### config.mk
export PLATFORM = sky130hd
export DESIGN_NAME = pipe_seq_ctrl
export DESIGN_NICKNAME = d
export VERILOG_FILES = /design/src/rtl/pipe_seq_ctrl.sv
export SDC_FILE = /design/constraint.sdc
export NUM_CORES = 1
export LEC_CHECK = 0
export ABC_AREA = 1
export BUFFER_PORTS_ARGS = -buffer_cell sky130_fd_sc_hd__clkbuf_2
export CAP_MARGIN = 20
export CORE_AREA = 2 2 104 106
export CTS_BUF_LIST = sky130_fd_sc_hd__clkbuf_4
export DETAILED_ROUTE_END_ITERATION = 8
export DIE_AREA = 0 0 106 108
export PLACE_DENSITY = 0.59
export SLEW_MARGIN = 10
export SYNTH_ARGS = -nofsm -noshare
export SYNTH_HDL_FRONTEND = slang
export SYNTH_SLANG_ARGS = --single-unit
### constraint.sdc
create_clock -name clk -period 2.95 [get_ports clk]
set_input_delay 0.1475 -clock clk [delete_from_list [all_inputs] [get_ports clk]]
set_output_delay 0.1475 -clock clk [all_outputs]
set_load 0.02 [all_outputs]
### src/rtl/pipe_seq_ctrl.sv
// Pipeline sequencer for the 5-stage CPU: PC advance, IF/ID hold, ID/EX bubbles, branch flush,
// scoreboard RAW interlock (no forwarding), start/halt/drain FSM and saturating stall/flush counters.
module pipe_seq_ctrl #(
  parameter int REG_W        = 5,
  parameter int CNT_W        = 16,
  parameter int WB_BYPASS    = 0,
  parameter int DRAIN_CYCLES = 4
) (
  input  logic             clk,
  input  logic             rst,
  input  logic             start,
  input  logic             halt,
  input  logic [REG_W-1:0] id_rs,
  input  logic [REG_W-1:0] id_rt,
  input  logic             id_use_rs,
  input  logic             id_use_rt,
  input  logic             id_reg_wr,
  input  logic [REG_W-1:0] id_dst,
  input  logic             ex_branch,
  input  logic             ex_taken,
  output logic             pc_en,
  output logic             pc_sel_br,
  output logic             ifid_en,
  output logic             ifid_flush,
  output logic             idex_bubble,
  output logic             running,
  output logic             done,
  output logic [CNT_W-1:0] stall_cnt,
  output logic [CNT_W-1:0] flush_cnt
);

  typedef enum logic [1:0] {S_IDLE, S_RUN, S_DRAIN} state_t;

  localparam int   DW  = (DRAIN_CYCLES > 1) ? $clog2(DRAIN_CYCLES) : 1;
  localparam logic BYP = (WB_BYPASS != 0);

  state_t           state_q, state_d;
  logic [DW-1:0]    drain_cnt_q, drain_cnt_d;
  logic             ex_vld_q, ex_vld_d, mem_vld_q, mem_vld_d, wr_vld_q, wr_vld_d;
  logic [REG_W-1:0] ex_dst_q, ex_dst_d, mem_dst_q, mem_dst_d, wr_dst_q, wr_dst_d;
  logic [CNT_W-1:0] stall_cnt_q, stall_cnt_d, flush_cnt_q, flush_cnt_d;
  logic             done_q, done_d;

  logic rs_hit, rt_hit, stall, flush, issue, in_run;

  assign in_run = (state_q == S_RUN);

  // The WR entry only counts when the register file cannot write-before-read.
  assign rs_hit = (id_rs != '0) &
                  ((ex_vld_q  & (ex_dst_q  == id_rs)) |
                   (mem_vld_q & (mem_dst_q == id_rs)) |
                   (~BYP & wr_vld_q & (wr_dst_q == id_rs)));
  assign rt_hit = (id_rt != '0) &
                  ((ex_vld_q  & (ex_dst_q  == id_rt)) |
                   (mem_vld_q & (mem_dst_q == id_rt)) |
                   (~BYP & wr_vld_q & (wr_dst_q == id_rt)));

  assign stall = in_run & ((id_use_rs & rs_hit) | (id_use_rt & rt_hit));
  // Reset masks the redirect so the PC mux is quiet while rst is held.
  assign flush = ex_branch & ex_taken & ~rst;
  assign issue = in_run & ~stall & ~flush;

  always_comb begin
    pc_en       = 1'b0;
    pc_sel_br   = 1'b0;
    ifid_en     = 1'b0;
    ifid_flush  = 1'b0;
    idex_bubble = 1'b0;
    if (in_run) begin
      if (flush) begin
        pc_en       = 1'b1;
        pc_sel_br   = 1'b1;
        ifid_flush  = 1'b1;
        idex_bubble = 1'b1;
      end else if (stall) begin
        idex_bubble = 1'b1;
      end else begin
        pc_en   = 1'b1;
        ifid_en = 1'b1;
      end
    end else begin
      ifid_flush  = 1'b1;
      idex_bubble = 1'b1;
      if (flush) begin
        pc_en     = 1'b1;
        pc_sel_br = 1'b1;
      end
    end
  end

  always_comb begin
    state_d     = state_q;
    drain_cnt_d = drain_cnt_q;
    done_d      = 1'b0;
    case (state_q)
      S_IDLE: begin
        if (start) state_d = S_RUN;
      end
      S_RUN: begin
        if (halt) begin
          state_d     = S_DRAIN;
          drain_cnt_d = '0;
        end
      end
      S_DRAIN: begin
        if (drain_cnt_q == DW'(DRAIN_CYCLES - 1)) begin
          state_d = S_IDLE;
          done_d  = 1'b1;
        end else begin
          drain_cnt_d = drain_cnt_q + 1'b1;
        end
      end
      default: state_d = S_IDLE;
    endcase
  end

  always_comb begin
    ex_vld_d  = issue & id_reg_wr & (id_dst != '0);
    ex_dst_d  = id_dst;
    mem_vld_d = ex_vld_q;
    mem_dst_d = ex_dst_q;
    wr_vld_d  = mem_vld_q;
    wr_dst_d  = mem_dst_q;
  end

  always_comb begin
    stall_cnt_d = stall_cnt_q;
    flush_cnt_d = flush_cnt_q;
    if (stall & ~flush & (stall_cnt_q != '1)) stall_cnt_d = stall_cnt_q + 1'b1;
    if (flush & (flush_cnt_q != '1))          flush_cnt_d = flush_cnt_q + 1'b1;
  end

  always_ff @(negedge clk or posedge rst) begin
    if (rst) begin
      state_q     <= S_IDLE;
      drain_cnt_q <= '0;
      done_q      <= 1'b0;
      ex_vld_q    <= 1'b0;
      ex_dst_q    <= '0;
      mem_vld_q   <= 1'b0;
      mem_dst_q   <= '0;
      wr_vld_q    <= 1'b0;
      wr_dst_q    <= '0;
      stall_cnt_q <= '0;
      flush_cnt_q <= '0;
    end else begin
      state_q     <= state_d;
      drain_cnt_q <= drain_cnt_d;
      done_q      <= done_d;
      ex_vld_q    <= ex_vld_d;
      ex_dst_q    <= ex_dst_d;
      mem_vld_q   <= mem_vld_d;
      mem_dst_q   <= mem_dst_d;
      wr_vld_q    <= wr_vld_d;
      wr_dst_q    <= wr_dst_d;
      stall_cnt_q <= stall_cnt_d;
      flush_cnt_q <= flush_cnt_d;
    end
  end

  assign running   = in_run;
  assign done      = done_q;
  assign stall_cnt = stall_cnt_q;
  assign flush_cnt = flush_cnt_q;

endmodule
Word level (Yosys, flattened, before mapping)

Cells that the tools add are included.
Widths: inputs -> output; s select.

Bits in registers: 55
Output and inout bits: 39
Logic and storage cells: 83

Add/sub/neg operators: 3
Eq/ne operators: 15
Mux-type cells: 19
Bitwise operators: 28
Reduce and logical (&&, ||, !) cells: 7

Operators by type and width:

| cell                  | number |
|---|---|
| $add 16x1->16 const B | 2 |
| $ne 16x16->1 const B  | 2 |
| $eq 5x5->1            | 6 |
| $and 1x1->1           | 20 |
| $reduce_bool 5->1     | 3 |
| $mux 1                | 12 |
| $mux 2                | 5 |
| $ne 2x2->1 const B    | 4 |
| $pmux 2 s3            | 1 |
| $reduce_and 3->1      | 2 |
| $or 1x1->1            | 5 |
| $eq 2x2->1 const B    | 2 |
| $pmux 2 s2            | 1 |
| $not 1->1             | 3 |
| $add 2x1->2 const B   | 1 |
| $eq 2x1->1 const B    | 1 |
| $logic_not 2->1       | 1 |
| $reduce_bool 2->1     | 1 |

Longest topological paths before layout

Gate-level depths: netlist of the first run.

Depth in word-level cells: 13
Gate-level depth with buffers: 12

==> run_results.csv, run 1 <==
group,metric,value,unit
floorplanning,core,10200,um2
power_and_ir_drop,power_frac_comb,0.342,
clock_network,cts-buffers-inserted,5,
floorplanning,initial_core_util,0.296,
run,drv_cap,0,
power_and_ir_drop,p_switching,724,uW
synth,synth_area_leaders,"dfrtn_1 (45%), nand2_1 (17%), nor2_1 (5.0%)",
clock_network,clock_latency,0.34,ns
outcome,outcome,"finished, violations left",
clock_network,cts.sinks,55,
synth,avgSynthCellArea,7.62,um2
worst_setup_path,cp_data_arrival_time,3.26,ns
min_path,holdPathStages,0,
floorplanning,num_rows,37,
drt,met3_length,364,um
floorplanning,die_h,108,um
synth,yosysUniqueCellTypes,28,
synth,yosys.area.top_type,"dfrtn_1",
global_routing,grt_overflow,0,
layout,final_area,3730,um2
drt,ant_nets,0,
timing,hold_viol,0,
min_path,worstHoldPathType,"register to register",
drt,vias,2800,
power_and_ir_drop,power.share.clock,0.166,
clock_network,clock_path_buffers,2,
worst_setup_path,critPathKind,"register to output pin",
timing,relSlewSlack,0.531,
timing,rsz0062_at_grt,"true",
clock_network,root_buffer,"clkbuf_4",
worst_setup_path,cp-end-kind,"output pin",
layout,layout.nets,503,
clock_network,cts-hold-fix-buffers,0,
place,port_buffers,62,
drt,firstDrtPassIters,7,
power_and_ir_drop,ir_drop,0.000434,V
floorplanning,ios,63,
drt,wl_met1,3530,um
drt,wl,7600,um
floorplanning,die_w,106,um
place,dpl_cell_area,3600,um2
global_routing,grt_max_degree,56,
timing,setup_viol,3,
layout,syn_to_final_growth,23.2,%
power_and_ir_drop,power_leakage,1.99,nW
synth,synth_top_area_frac,0.455,
place,hpwlAfterDp,5820,um
layout,final_cell_mix,"nand2_1 (136), clkbuf_2 (58), dfrtn_1 (55)",
worst_setup_path,reg2reg_to,"stall_cnt[9]",
place,gp_congestion,0.926,
worst_setup_path,reg2reg_depth,8,
synth,ys_seq_elements,55,
drt,drt-vias-per-instance,4.58,
layout,drive_gt1_frac,0.254,
global_routing,antenna_found_initial,0,
layout,mostFrequentLayoutCell,"nand2_1",
timing,fin_skew,0.00543,ns
global_routing,grt_pass1_wl,12900,um
outcome,violations,"negative setup slack",
worst_setup_path,cp_max_fo,4,
synth,synth_cells,397,
synth,netlist_area,3030,um2
synth,syn-num-nets,424,
power_and_ir_drop,netSwitchingFraction,0.376,
synth,yosys_warnings,0,
drt,wl_per_cell,12.4,um
drt,first_iter_violations,134,
layout,diodes,0,
min_path,hold_end,"wr_dst_q[0]",
timing,tightestPinTransition,0.704,ns
timing,slew_viol_final,0,
timing,finalWorstSetupSlack,-0.457,ns
min_path,min_from,"mem_dst_q[0]",
worst_setup_path,worstPathRequired,2.80,ns
clock_network,cts_tree,"done",
power_and_ir_drop,p_total,1.93,mW
worst_setup_path,r2r_slack,0.89,ns
power_and_ir_drop,power_frac_seq,0.492,
drt,highest_layer,"met4",
clock_network,path_clk_slew,0.10,ns
clock_network,cts_max_level,2,
power_and_ir_drop,power.internal,1.20,mW
worst_setup_path,r2r_start,"stall_cnt[0]",
synth,yosysSeqAreaShare,0.455,
power_and_ir_drop,power.density,517,nW/um2
worst_setup_path,critPathLaunchType,"register",
global_routing,first_global_vias,2660,
drt,drc,0,
global_routing,grt_usage,0.139,
floorplanning,die-area,11400,um2
drt,route.met2.wl,3580,um
==> flip-flops by register name (all words and copies together), names as in the netlist <==
| register | cells |
|---|---|
| wr_dst_q | 5 |
| ex_vld_q | 1 |
| state_q | 2 |
| mem_dst_q | 5 |
| stall_cnt | 16 |
| done | 1 |
| mem_vld_q | 1 |
| flush_cnt | 16 |
| wr_vld_q | 1 |
| drain_cnt_q | 2 |
| ex_dst_q | 5 |
==> power by group through the flow <==
stage	registers (mW)	logic, mW	clock network (mW)
floorplan	0.994	0.311	0
global placement	0.954	0.578	0
detailed placement	0.960	0.581	0
CTS	0.948	0.645	0.344
global route	0.964	0.733	0.372
finish	0.948	0.660	0.320
==> cells in the mapped netlist, drive strengths merged <==
master  count
a211oi      1
a21oi       1
and3b       1
buf         4
dfrtn      55
ha          3
inv        47
nand2     142
nand3      23
nand3b      1
nand4      23
nor2       44
nor3        7
nor3b       2
nor4        2
o21ai      11
o31ai       1
o41ai       1
or2         1
xnor2      11
xor2       16
==> cell type report <==
type	count	area (um2)
clock buffer	5	37.5
fill	1073	6500
multi-input combinational	291	1500
sequential	55	1380
inverter	47	183
timing repair buffer	76	447
clock inverter	2	13.8
tap	136	170
==> cell families (layout without fill, tap and decap cells) <==
group                    Yosys count  in the layout  synth area share
AO/OA/AOI/OAI                     15             15            0.0277
adder cells (fa/ha/maj)            3              3            0.0124
AND/OR/NAND/NOR                  246            246             0.360
buffers and inverters             51            130            0.0670
flip-flops                        55             55             0.455
XOR/XNOR                          27             27            0.0781
==> metal layers <==
metal  global-route usage  up-vias
met5                    0        -
met4               0.0357        0
met3               0.0271       11
met2                0.225       64
met1                0.192     1310
li1                     -     1415
==> critical path, cell delays in order, from the launching register on <==
cell,delay [ns]
dfrtn_1,0.47
inv_1,0.07
nand2_1,0.05
nand2_1,0.07
nor2_1,0.12
nand3_1,0.08
nand3_1,0.11
nand2_2,0.07
nand4_1,0.19
clkbuf_8,0.20
==> worst max path at each step <==
stage                      from       endpoint  slack [ns]  cells after the start
floorplan                   rst   stall_cnt[7]       -0.56                      8
global placement       id_rs[1]  stall_cnt[11]       -0.14                     13
detailed placement     id_rs[1]   stall_cnt[8]       -0.16                     13
CTS                 wr_dst_q[3]        ifid_en       -0.45                     10
global route        ex_dst_q[1]    idex_bubble       -0.61                      9
finish              ex_dst_q[2]    idex_bubble       -0.46                      9
==> through the flow <==
stage | util | std cells | hold WS [ns] | worst slack [ns] | TNS (ns)
2_1_floorplan | - | 397 | 0.333 | -0.560 | -14.52
3_3_place_gp | 0.352 | 602 | 0.343 | -0.142 | -2.34
3_5_place_dp | 0.352 | 602 | 0.346 | -0.157 | -2.47
4_1_cts | 0.362 | 612 | 0.350 | -0.447 | -1.34
5_1_grt | 0.365 | 612 | 0.371 | -0.609 | -1.84
6_report | 0.365 | 612 | 0.346 | -0.457 | -1.30
==> repair_timing <==
| item | in CTS | in global routing |
|---|---|---|
| pin swaps | 5 | 10 |
| endpoints found under the setup margin | 4 | 4 |
| resized for setup | 14 | 14 |
| setup buffers | 3 | 0 |
Power figures use the tool's default switching activity.
==> inputs of run 2 (changes only) <==
--- a/config.mk
+++ b/config.mk
@@ -8,11 +8,11 @@
 export ABC_AREA = 1
 export BUFFER_PORTS_ARGS = -buffer_cell sky130_fd_sc_hd__clkbuf_2
 export CAP_MARGIN = 20
-export CORE_AREA = 2 2 104 106
+export CORE_AREA = 2 2 96 98
 export CTS_BUF_LIST = sky130_fd_sc_hd__clkbuf_4
 export DETAILED_ROUTE_END_ITERATION = 8
-export DIE_AREA = 0 0 106 108
-export PLACE_DENSITY = 0.59
+export DIE_AREA = 0 0 98 100
+export PLACE_DENSITY = 0.66
 export SLEW_MARGIN = 10
 export SYNTH_ARGS = -nofsm -noshare
 export SYNTH_HDL_FRONTEND = slang
==> run 2 against run 1 <==
  * The flow still finishes with violations (negative setup slack)
  * Critical path depth unchanged
  * Non-clock buffer count increased by 2
  * Largest cell class unchanged
  * Highest routed layer unchanged
  * Flip-flop and latch count unchanged
  * Hold slack improved by 0.0048 ns
  * Power increased by 5.2%
  * First-iteration DRC count decreased by 0.75%
  * Via count increased by 0.82%
  * Cell area increased by 0.20%
  * Wire length decreased by 2.6%
  * Core utilization increased by 5.6 points
==> run_results.csv, run 2 (synthesis gave the netlist of run 1 again) <==
group,metric,value,unit
worst_setup_path,slowest_stage,"dfrtn_1",
layout,final_cell_mix,"nand2_1 (137), clkbuf_2 (57), dfrtn_1 (55)",
power_and_ir_drop,power_leakage,2.02,nW
timing,hold_viol,0,
timing,setup_viol,4,
clock_network,root_buffer,"clkbuf_4",
floorplanning,initial_core_util,0.340,
power_and_ir_drop,power_frac_seq,0.466,
floorplanning,die_w,98,um
drt,ant_nets,0,
worst_setup_path,slowest_delay,0.50,ns
clock_network,cts-hold-fix-buffers,0,
clock_network,clock_latency,0.34,ns
worst_setup_path,critPathLaunchType,"register",
global_routing,antenna_found_initial,0,
clock_network,path_clk_slew,0.10,ns
place,pre_cts_slack,-0.205,ns
power_and_ir_drop,netSwitchingFraction,0.357,
layout,syn_to_final_growth,23.5,%
worst_setup_path,crit_path_frequent_cell,"inv_2",
worst_setup_path,critPathKind,"register to output pin",
timing,tightestPinTransition,0.700,ns
place,gp_congestion,1.02,
place,port_buffers,62,
timing,fin_tns_setup,-1.29,ns
clock_network,cts-buffers-inserted,5,
floorplanning,core,8890,um2
clock_network,cts.sinks,55,
layout,drive_gt1_frac,0.253,
power_and_ir_drop,p_total,2.03,mW
timing,rsz0062_at_grt,"true",
floorplanning,num_rows,35,
drt,drt-vias-per-instance,4.79,
layout,layout.nets,505,
layout,diodes,0,
layout,multiInputGateArea,1500,um2
worst_setup_path,worstPathRequired,2.80,ns
global_routing,grt_max_degree,56,
worst_setup_path,cp-end-kind,"output pin",
drt,wl_per_cell,12.6,um
place,hpwlAfterDp,5600,um
global_routing,grt_pass1_wl,12500,um
layout,mostFrequentLayoutCell,"nand2_1",
drt,firstDrtPassIters,4,
power_and_ir_drop,ir_drop,0.000409,V
global_routing,grt_usage,0.155,
drt,vias,2823,
layout,fin_util,0.420,
global_routing,first_global_vias,2738,
timing,relSlewSlack,0.533,
clock_network,cts_tree,"done",
outcome,outcome,"finished, violations left",
layout,nFillCells,911,
timing,finalWorstSetupSlack,-0.434,ns
power_and_ir_drop,power_frac_comb,0.333,
global_routing,grt_overflow,0,
worst_setup_path,cp_max_fo,4,
clock_network,clock_path_buffers,2,
timing,fin_skew,0.00630,ns
drt,first_iter_violations,133,
worst_setup_path,cp_data_arrival_time,3.24,ns
power_and_ir_drop,p_switching,723,uW
power_and_ir_drop,power.density,543,nW/um2
drt,drc,0,
power_and_ir_drop,power.share.clock,0.200,
floorplanning,ios,63,
floorplanning,die_h,100,um
run,drv_cap,0,
outcome,violations,"negative setup slack",
drt,wl,7400,um
min_path,worstHoldPathType,"register to register",
layout,seqCellArea,1380,um2
worst_setup_path,worstPathCellList,"inv_2 -> o21ai_2 -> nor2_1 -> nand3_1 -> nand3_2 -> nand2_2 -> nand4_1 -> inv_2 -> buf_8",
timing,slew_viol_final,0,
power_and_ir_drop,power.internal,1.30,mW
clock_network,cts_max_level,2,
floorplanning,die-area,9800,um2
run 2: changes by cell type in the layout (fill, tap and decap cells not counted), sizes merged:
cell,previous run,this run
bufinv,0,1
clkinv,2,0
clkinvlp,1,2
buf,17,19
run 2: cell type report:
| type | instances | area share |
|---|---|---|
| inverters | 47 | 0.0489 |
| flip-flops and latches | 55 | 0.368 |
| multi-input cells | 291 | 0.401 |
| well taps | 111 | 0.0372 |
| repair buffers | 78 | 0.125 |
| clock inverters | 2 | 0.0100 |
| clock buffers | 5 | 0.0100 |
run 2: power groups by stage:
stage | sequential, mW | combinational [mW] | clock (mW)
global placement | 0.957 | 0.546 | 0
floorplan | 0.994 | 0.311 | 0
CTS | 0.944 | 0.621 | 0.428
global route | 0.961 | 0.738 | 0.460
detailed placement | 0.961 | 0.555 | 0
finish | 0.946 | 0.676 | 0.406
run 2: final timing paths:
path	start	endpoint	slack (ns)	cells after the start
min reg2reg	ex_vld_q	mem_vld_q	0.35	0
max reg2reg	stall_cnt[0]	stall_cnt[1]	0.92	8
max in group asynchronous	rst	mem_dst_q[4]	1.06	3
min in group asynchronous	rst	flush_cnt[9]	1.39	3
min	ex_vld_q	mem_vld_q	0.35	0
max	mem_dst_q[2]	ifid_en	-0.43	9
run 2: through the flow:
stage	area (um2)	cells	hold WS, ns
floorplan	3060	397	0.333
global placement	3530	572	0.348
detailed placement	3530	572	0.351
CTS	3660	583	0.354
global route	3740	589	0.371
finish	3740	589	0.351
run 2: what timing repair did:
action                                 4_1_cts  5_1_grt
setup endpoints to repair                    4        4
buffers inserted                             4        6
endpoints found under the hold margin        0        0
gates resized for setup                      7       18
pin swaps                                    7       10
run 2: per-layer routing:
metal  vias up  global-route usage  part of all wire
met5         -                   0                 0
met4         0              0.0438             0.017
met3        17              0.0369             0.056
met2        80               0.255              0.46
met1      1305               0.205              0.46
li1       1421                   -                 -
run 2: worst max-delay path: cells and delay by family, from the launching register on:
family                 cells  cell delay [ns]
buffers and inverters      3             0.28
AOI/OAI and AO/OA          1             0.13
DFF                        1             0.50
and+or+nand+nor            5             0.51
